==> src/rtl/multicycle_ctrl.sv <==
// Multicycle RV32I-subset main controller: Moore FSM plus ALU funct decode.
// Optional macro CTRL_BNE_EN: accept bne (funct3=001) through the BEQ state.
module multicycle_ctrl #(
    parameter logic [3:0] RESET_STATE = 4'd0
) (
    input  logic       clk,
    input  logic       rst_n,
    input  logic [6:0] op,
    input  logic [2:0] funct3,
    input  logic       funct7b5,
    input  logic       zero,
    output logic       pc_write,
    output logic       adr_src,
    output logic       mem_write,
    output logic       ir_write,
    output logic       reg_write,
    output logic [1:0] result_src,
    output logic [1:0] alu_src_a,
    output logic [1:0] alu_src_b,
    output logic [1:0] imm_src,
    output logic [3:0] alu_control,
    output logic       illegal
);
    localparam logic [3:0] S_FETCH = 4'd0, S_DECODE = 4'd1, S_MEMADR = 4'd2,
        S_MEMREAD = 4'd3, S_MEMWB = 4'd4, S_MEMWRITE = 4'd5, S_EXECR = 4'd6,
        S_EXECI = 4'd7, S_ALUWB = 4'd8, S_BEQ = 4'd9, S_JAL = 4'd10, S_ILLEGAL = 4'd11;

    localparam logic [6:0] OP_LW = 7'b0000011, OP_SW = 7'b0100011, OP_R = 7'b0110011,
        OP_I = 7'b0010011, OP_BR = 7'b1100011, OP_JAL = 7'b1101111;

    localparam logic [3:0] ALU_AND = 4'b0000, ALU_OR = 4'b0001, ALU_ADD = 4'b0010,
        ALU_XOR = 4'b0100, ALU_SLL = 4'b0101, ALU_SUB = 4'b0110, ALU_SLT = 4'b0111,
        ALU_SRA = 4'b1101;

    logic [3:0] r_state, w_next;
    logic [3:0] w_funct_alu;
    logic       w_funct_ok;
    logic       w_br_ok;
    logic       w_pc_write, w_mem_write, w_ir_write, w_reg_write;

    always_ff @(posedge clk or negedge rst_n) begin
        if (!rst_n) r_state <= RESET_STATE;
        else        r_state <= w_next;
    end

    // funct3=101 with funct7b5=0 and funct3=011 clear w_funct_ok, so EXEC* traps.
    always_comb begin
        w_funct_alu = ALU_ADD;
        w_funct_ok  = 1'b1;
        case (funct3)
            3'b000:  w_funct_alu = (op == OP_R && funct7b5) ? ALU_SUB : ALU_ADD;
            3'b001:  w_funct_alu = ALU_SLL;
            3'b010:  w_funct_alu = ALU_SLT;
            3'b100:  w_funct_alu = ALU_XOR;
            3'b110:  w_funct_alu = ALU_OR;
            3'b111:  w_funct_alu = ALU_AND;
            3'b101:  begin
                if (funct7b5) w_funct_alu = ALU_SRA;
                else          w_funct_ok  = 1'b0;
            end
            default: w_funct_ok = 1'b0;
        endcase
    end

`ifdef CTRL_BNE_EN
    assign w_br_ok = (funct3 == 3'b000) || (funct3 == 3'b001);
`else
    assign w_br_ok = (funct3 == 3'b000);
`endif

    always_comb begin
        w_next = S_FETCH;
        case (r_state)
            S_FETCH:    w_next = S_DECODE;
            S_DECODE: begin
                case (op)
                    OP_LW, OP_SW: w_next = S_MEMADR;
                    OP_R:         w_next = S_EXECR;
                    OP_I:         w_next = S_EXECI;
                    OP_BR:        w_next = w_br_ok ? S_BEQ : S_ILLEGAL;
                    OP_JAL:       w_next = S_JAL;
                    default:      w_next = S_ILLEGAL;
                endcase
            end
            S_MEMADR:   w_next = (op == OP_LW) ? S_MEMREAD : S_MEMWRITE;
            S_MEMREAD:  w_next = S_MEMWB;
            S_MEMWB:    w_next = S_FETCH;
            S_MEMWRITE: w_next = S_FETCH;
            S_EXECR,
            S_EXECI:    w_next = w_funct_ok ? S_ALUWB : S_ILLEGAL;
            S_ALUWB:    w_next = S_FETCH;
            S_BEQ:      w_next = S_FETCH;
            S_JAL:      w_next = S_ALUWB;
            S_ILLEGAL:  w_next = S_ILLEGAL;
            default:    w_next = S_FETCH;
        endcase
    end

    always_comb begin
        w_pc_write  = 1'b0;
        w_mem_write = 1'b0;
        w_ir_write  = 1'b0;
        w_reg_write = 1'b0;
        adr_src     = 1'b0;
        result_src  = 2'b00;
        alu_src_a   = 2'b00;
        alu_src_b   = 2'b00;
        imm_src     = 2'b00;
        alu_control = ALU_AND;
        illegal     = 1'b0;
        case (r_state)
            S_FETCH: begin
                w_ir_write  = 1'b1;
                w_pc_write  = 1'b1;
                alu_src_b   = 2'b10;
                alu_control = ALU_ADD;
                result_src  = 2'b10;
            end
            S_DECODE: begin
                alu_src_a   = 2'b01;
                alu_src_b   = 2'b01;
                imm_src     = 2'b10;
                alu_control = ALU_ADD;
            end
            S_MEMADR: begin
                alu_src_a   = 2'b10;
                alu_src_b   = 2'b01;
                imm_src     = (op == OP_SW) ? 2'b01 : 2'b00;
                alu_control = ALU_ADD;
            end
            S_MEMREAD:  adr_src = 1'b1;
            S_MEMWB: begin
                result_src  = 2'b01;
                w_reg_write = 1'b1;
            end
            S_MEMWRITE: begin
                adr_src     = 1'b1;
                w_mem_write = 1'b1;
            end
            S_EXECR: begin
                alu_src_a   = 2'b10;
                alu_control = w_funct_alu;
            end
            S_EXECI: begin
                alu_src_a   = 2'b10;
                alu_src_b   = 2'b01;
                alu_control = w_funct_alu;
            end
            S_ALUWB:    w_reg_write = 1'b1;
            S_BEQ: begin
                alu_src_a   = 2'b10;
                alu_control = ALU_SUB;
`ifdef CTRL_BNE_EN
                w_pc_write  = (funct3 == 3'b001) ? ~zero : zero;
`else
                w_pc_write  = zero;
`endif
            end
            // Link value OldPC+4 goes to ALUOut; jump target already sits there.
            S_JAL: begin
                alu_src_a   = 2'b01;
                alu_src_b   = 2'b10;
                imm_src     = 2'b11;
                alu_control = ALU_ADD;
                w_pc_write  = 1'b1;
            end
            S_ILLEGAL:  illegal = 1'b1;
            default:    ;
        endcase
    end

    // Enables are masked while reset is held so nothing commits mid-abort.
    assign pc_write  = w_pc_write  & rst_n;
    assign mem_write = w_mem_write & rst_n;
    assign ir_write  = w_ir_write  & rst_n;
    assign reg_write = w_reg_write & rst_n;
endmodule

==> config.mk <==
export PLATFORM = sky130hd
export DESIGN_NAME = multicycle_ctrl
export DESIGN_NICKNAME = d
export VERILOG_FILES = /design/src/rtl/multicycle_ctrl.sv
export SDC_FILE = /design/constraint.sdc
export NUM_CORES = 1
export LEC_CHECK = 0
export ABC_AREA = 0
export CORE_MARGIN = 4
export CORE_UTILIZATION = 39
export DETAILED_ROUTE_END_ITERATION = 7
export PLACE_DENSITY = 0.79
export SYNTH_ARGS = -nofsm -noshare
export SYNTH_HDL_FRONTEND = slang
export SYNTH_SLANG_ARGS = --single-unit
==> constraint.sdc <==
create_clock -name clk -period 1.7 [get_ports clk]
set_input_delay 0.255 -clock clk [delete_from_list [all_inputs] [get_ports clk]]
set_output_delay 0.255 -clock clk [all_outputs]
set_load 0.005 [all_outputs]
# Yosys cells after proc, flatten, opt, wreduce, memory -nomap -nowiden
# Cells that the tools add are included.
# W data, S select, Z words.
word_totals:
  input_bits: 14
  register_bits: 4
op_classes:
  eq_ne: 23
  muxes: 22
  bitwise: 4
  n_reduce_logical: 13
op_table:
  columns: ["operator", "n"]
  rows:
  - ["$pmux W4 S7", 2]
  - ["$pmux W4 S5", 1]
  - ["$eq A4 B3 Y1 const B", 4]
  - ["$eq A4 B4 Y1 const B", 4]
  - ["$eq A7 B6 Y1 const B", 2]
  - ["$eq A7 B7 Y1 const B", 2]
  - ["$eq A3 B3 Y1 const B", 4]
  - ["$pmux W2 S2", 3]
  - ["$pmux W4 S3", 1]
  - ["$reduce_or A2 Y1", 6]
  - ["$eq A4 B2 Y1 const B", 2]
  - ["$reduce_or A4 Y1", 2]
  - ["$eq A7 B2 Y1 const B", 1]
  - ["$eq A7 B5 Y1 const B", 1]
  - ["$mux W1", 7]
  - ["$mux W3", 2]
  - ["$pmux W2 S3", 1]
  - ["$reduce_or A6 Y1", 1]
  - ["$and A1 B1 Y1", 4]
  - ["$eq A4 B1 Y1 const B", 1]
  - ["$logic_not A4 Y1", 1]
  - ["$mux W2", 2]
  - ["$mux W4", 1]
  - ["$pmux W1 S2", 2]
  - ["5 further kinds", 5]

# Logic depth before layout (Yosys ltp)
# Gate-level depths: netlist (run 1).
depth:
  word_depth: 5
  depth_mapped: 5
  ltp_nobuf: 4

# Least setup slack after synthesis (run 1)
# No wires, ideal clock.
synth_timing:
  path_type: "register to output"
  from: "reg r_state[1]"
  to: "out ir_write"
  arrival_time_ps: 1128
  n_path_buf: 1
  required_ps: 1445
  stages_incl_launch_ff: 4
  setup_slack_ps: 317
  path_cell_list: "dfrtp_1 -> buf_2 -> nor4_1 -> and2_1"
synth_between:
  elab_chain_cells: 3
synth_rtl:
  columns: ["element", "line_no", "text"]
  rows:
  - ["from (decl)", "35", "logic [3:0] r_state, w_next;"]
  - ["from (signal assigned)", "43", "else r_state <= w_next;"]
  - ["$logic_not A4 Y1", "111", "case (r_state)"]
  - ["$mux W1", "111", null]
  - ["$and A1 B1 Y1", "175", "assign ir_write = w_ir_write & rst_n;"]
  - ["to (decl)", "15", "output logic ir_write,"]
# Every way passes these cells.

# Worst setup path after layout (run 1)
layout_timing:
  from: "reg r_state[1]"
  to: "out pc_write"
layout_between:
  elab_chain_cells: 4
  elab_cells_between_ends: 6
layout_rtl:
  columns: ["element", "line_no", "text"]
  rows:
  - ["$eq A4 B4 Y1 / $logic_not A4 Y1 (equally long branches)", "111", null]
  - ["$reduce_or A2 Y1 (no line)", null, null]
  - ["$pmux W1 S2 (*)", "111", null]
  - ["$and A1 B1 Y1 (*)", "173", "assign pc_write = w_pc_write & rst_n;"]
  - ["to (decl)", "12", "output logic pc_write,"]
# Mark *: on every way between the ends. The rest lies on a longest branch, timed or not.

==> metrics.txt, run 1 <==
I/O pins=32; Mapped Nets=104; Reg area=104 sq um; Worst EP arrival=1.67 ns; Starting DRT DRC Count=116; Placed Instances=152; worst hold slack=0.443 ns; Clock Latency Late Sink=0.24 ns; area of the multi-input gates=698 sq um; Max transition margin=0.748; Die X=48.3 um; initial antenna violation count=0; DR WL/cell=26.5 um; Total GRT Usage=0.312; Leak=0.685 nW; WP data required=1.44 ns; yosys warns=0; Peak VDD IR=0.259 mV; DRT Wirelength=4700 um; CP Class=flip-flop to primary output; Worst R2R Setup Slack=0.09 ns; failing checks=negative setup slack; Die Height=48.3 um; distinct cell type count after synthesis=38; CP Capture Type=primary output; CTS tree=yes; Finished Layout Cells=177; Core Rows=14; critical path's largest stage delay=0.46 ns; Worst Tran Pin Value=0.377 ns; # DRC=0; post-detailed-route count of antenna-violating nets=0; cells after synthesis=90; max_cap viols=0; max reg flops=4; drt via density=7.02; Final Max Tran Viols=0; starting density of the core=0.415; Detailed Routing Iterations Pass 1=4; RR Startpoint=r_state[1]$_DFF_PN0_; mapped cell area=633 sq um; FF+latch count, synth=4; cts hold-fix bufs=0; biggest regs=r_state (4); # fillers=34; Reg clk slew, reported paths=0.04 ns; status=finished with violations; Critical-path top delay cell=dfrtp_2; pwr/cell area=220 mW/mm^2; largest net degree at the start of global routing=10; HP Class=input pin to async pin; unrepaired setup endpoints after global routing=true; Seq/Total Area, Yosys=0.158; Antenna diodes=0; fraction of layout cells with a size suffix above 1=0.609; CP startpoint kind=flip-flop; register with the most flip-flops=r_state; Final WS setup=-0.228 ns; CP bufs+invs=2; final setup violation count=13; Num CTS Buffers=3; CP cell instances=buf_6, nor2b_4, nor3_2, a31oi_1, nor3b_1, buf_2; crit path launch=r_state[1]$_DFF_PN0_; Fmax achieved=519 MHz; H-tree levels=1; most frequent cells in the layout=buf_4 (31), buf_6 (12), dlygate4sd2_1 (10), buf_2 (10), nand2_1 (9); CTS Root Cell=clkbuf_4; Final Net Count=177; Tcrit/Tclk final=1.13; number of flops mapped to enable cells by yosys=0; area grow syn2layout=131%; Remaining Overflow, GRT=0; die footprint=0.00233 sq mm; CTS max path bufs=2; CP Max Fanout=6; routability cong.=0.805; Tmin final=1.93 ns; Clock Skew=0.00306 ns; Core ar.=0.00152 sq mm; IO Port Bufs=31; hpwl dp=1610 um; Hold Violations, Final=0; commonest non-fill, non-tap cell in the layout=buf_4; Clock Sinks=4; global-route wire length before repair=4960 um; syn_area_per_cell=7.03 sq um; vias in the first global route=1026; CP top delay family=simple AND/OR/NAND/NOR gates; Post-synth top flop=dfrtp_1; DR vias=1243; ys async rst share=1.00
-- cell type report --
class | instances | share of cell area
inverter | 3 | 0.00771
clock buffer | 3 | 0.0154
sequential | 4 | 0.0711
tap | 16 | 0.0137
multi-input combinational | 77 | 0.478
timing repair buffer | 74 | 0.414
-- stage by stage --
stage	utilization	area [sq um]	setup slack, ns	total power (W)	setup TNS, ns
after floorplan	-	633	0.317	0.000117	0
after global placement	0.727	1110	-0.471	0.000176	-2.38
after detailed placement	0.727	1110	-0.489	0.000179	-2.59
after CTS	0.846	1290	-0.172	0.000297	-0.412
after global routing	0.959	1460	-0.316	0.000328	-1.29
final	0.959	1460	-0.228	0.000322	-0.655
-- synthesized netlist by cell type, types with 2 or more instances --
| master | number | area (sq um) |
|---|---|---|
| a21oi_1 | 6 | 30.0 |
| buf_2 | 3 | 15.0 |
| clkbuf_1 | 2 | 7.51 |
| dfrtp_1 | 4 | 100 |
| inv_1 | 3 | 11.3 |
| mux2i_1 | 2 | 20.0 |
| nand2_1 | 9 | 33.8 |
| nand2b_1 | 3 | 18.8 |
| nand3_1 | 3 | 15.0 |
| nand3b_1 | 2 | 15.0 |
| nand4b_1 | 2 | 17.5 |
| nor2_1 | 8 | 30.0 |
| nor2b_1 | 7 | 43.8 |
| nor3_1 | 6 | 30.0 |
| nor4_1 | 3 | 18.8 |
| o21ai_0 | 5 | 25.0 |
-- routing by layer --
layer,wire [um],track usage,vias up
met5,0,0,-
met4,406,0.156,0
met3,538,0.0849,58
met2,2110,0.544,155
met1,1650,0.341,554
li1,-,-,476
-- final timing paths --
path,end,cells past startpoint
max,pc_write,6
max reg2reg,r_state[1]$_DFF_PN0_,6
min in group clk,r_state[1]$_DFF_PN0_,5
min reg2reg,r_state[0]$_DFF_PN0_,2
max in group asynchronous,r_state[0]$_DFF_PN0_,2
min,r_state[3]$_DFF_PN0_,2
-- cells by family after synthesis --
logic type / share of synthesized area
simple gates: 0.524
compound gates: 0.200
buf+inv: 0.0593
flops: 0.158
xor+xnor: 0.0277
mux: 0.0316
-- report_power, final --
group          switching, W  internal, W  total [W]  leakage (nW)
logic             0.0000517    0.0000495   0.000101         0.632
clock network     0.0000453    0.0000794   0.000125        0.0138
registers                 0    0.0000956  0.0000956        0.0393
total             0.0000970     0.000225   0.000322         0.685
-- what timing repair did --
action / 4_1_cts / 5_1_grt
setup endpoints to repair: 18 / 17
pin swaps: 4 / 13
setup buffers: 15 / 11
cloned: 0 / 0
resized for setup: 76 / 48
No activity file was read; power rests on OpenSTA's default activity.
==> run 2: changes to the inputs <==
Settings changed: CAP_MARGIN set to 30, PLACE_DENSITY 0.79 to 0.77.
==> run 2 against run 1 <==
Effect of this change: the flow finishes with violations (design-rule violations, negative setup slack); sequential share of layout area increased by 0.36 points; combinational power about the same; clock skew increased by 0.010 ns; via count decreased by 12%; wire length decreased by 22%; sequential power about the same; register-to-register slack got worse by 0.09 ns; die area unchanged; critical path type unchanged; highest routed layer unchanged.
==> metrics.txt, run 2 (same netlist as run 1, synthesis figures left out) <==
worst slack, placed=-0.441 ns; fraction of layout cells with a size suffix above 1=0.548; Placed Instances=153; vias in the first global route=932; final instance area=0.00139 sq mm; IO Port Bufs=31; register with the most flip-flops=r_state; setup TNS=-0.289 ns; failing checks=design-rule violations, negative setup slack; Total GRT Usage=0.263; Fmax achieved=562 MHz; Placed Area=0.00111 sq mm; hpwl dp=1600 um; Worst EP arrival=1.53 ns; CTS max path bufs=2; post-detailed-route count of antenna-violating nets=0; Clock Sinks=4; worst reg-to-reg path cell count=5; crit path launch=r_state[1]$_DFF_PN0_; Tmin final=1.78 ns; most frequent cells in the layout=buf_4 (30), buf_2 (10), buf_6 (9), nand2_1 (8), dlygate4sd2_1 (8); max reg flops=4; GR peak layer=met2; # fillers=64; RR Startpoint=r_state[1]$_DFF_PN0_; Reg clk slew, reported paths=0.06 ns; Clock Latency Late Sink=0.25 ns; final setup violation count=9; CP cell instances=nor2b_2, nor3_1, a31oi_1, nor3b_1, buf_2; met2 Usage GRT=0.445; Leak=0.688 nW; Clock Skew=0.0130 ns; largest net degree at the start of global routing=11; max_cap viols=0; Hold Violations, Final=0; Die Height=48.3 um; CTS Root Cell=clkbuf_4; Worst R2R Setup Slack=0 ns; DRT Wirelength=3660 um; Core Rows=14; starting density of the core=0.415; Num CTS Buffers=3; Final WS setup=-0.0808 ns; Reg area=104 sq um; CP Class=flip-flop to primary output; cts hold-fix bufs=0; CTS tree=yes; met3 usage=0.0480; routability cong.=0.739; I/O pins=32; DR WL/cell=21.1 um; initial antenna violation count=0; Final Net Count=173; Final Max Tran Viols=0; Tcrit/Tclk final=1.05; commonest non-fill, non-tap cell in the layout=buf_4; drt via density=6.29; DR vias=1088; biggest regs=r_state (4); # DRC=3; Die X=48.3 um; Antenna diodes=0; area of the multi-input gates=652 sq um; Worst Tran Pin Value=0.393 ns; pwr/cell area=243 mW/mm^2; die footprint=0.00233 sq mm; GR Util met1=0.308; HP Class=input pin to async pin; Finished Layout Cells=173; core occupancy in the finished layout=0.913; status=finished with violations; CP Capture Type=primary output; WP data required=1.44 ns; Detailed Routing Iterations Pass 1=6; Peak VDD IR=0.206 mV; Core ar.=0.00152 sq mm; Starting DRT DRC Count=59; Critical-path top delay cell=dfrtp_2; unrepaired setup endpoints after global routing=true; area grow syn2layout=120%; H-tree levels=1; CP startpoint kind=flip-flop; global-route wire length before repair=4180 um; Max transition margin=0.736; Remaining Overflow, GRT=0; critical path's largest stage delay=0.47 ns; CP Max Fanout=7
[run 2: per-layer routing]
metal,vias up,part of all wire
met2,101,0.47
met5,-,0
met1,496,0.38
met4,0,0.056
met3,27,0.094
li1,464,-
[run 2: final cells by class]
class                   count  share of cell area
multi-input cells          77               0.469
clock buffers               3              0.0162
inverters                   3             0.00809
flip-flops and latches      4              0.0746
repair buffers             70               0.418
well taps                  16              0.0144
[run 2: path summary, 6_finish.rpt]
path,end
worst max-delay path,pc_write
worst min-delay path,r_state[0]$_DFF_PN0_
worst max register to register,r_state[1]$_DFF_PN0_
worst min register to register,r_state[2]$_DFF_PN0_
max in group asynchronous,r_state[1]$_DFF_PN0_
min in group clk,r_state[1]$_DFF_PN0_
[run 2: power by group]
group          switching, W  leakage (nW)  internal [W]
Combinational     0.0000484         0.635     0.0000560
Sequential                0        0.0393     0.0000953
Clock             0.0000581        0.0138     0.0000804
[run 2: repair_timing]
| item | 4_1_cts | 5_1_grt |
|---|---|---|
| pin swaps | 5 | 13 |
| gates resized for setup | 61 | 48 |
| buffers inserted | 13 | 5 |
| setup endpoints to repair | 18 | 15 |
[run 2: per-stage QoR]
| stage | hold WS (ns) | total power (W) |
|---|---|---|
| finish | 0.401 | 0.000338 |
| global route | 0.420 | 0.000349 |
| CTS | 0.373 | 0.000307 |
| detailed placement | 0.611 | 0.000185 |
| global placement | 0.607 | 0.000181 |
| floorplan | -0.0406 | 0.000117 |
[run 2: critical path: cells and delay by family, from the launching register on]
kind	cells	cell delay, ns
AO/OA/AOI/OAI	1	0.07
AND/OR/NAND/NOR	3	0.61
flip-flops	1	0.47
buffers and inverters	1	0.14
==> run 3: changes to the inputs <==
Settings changed: PLACE_DENSITY 0.77 to 0.79.
==> results of run 3 <==
Final layout, timing and power as in run 1 (identical DEF).
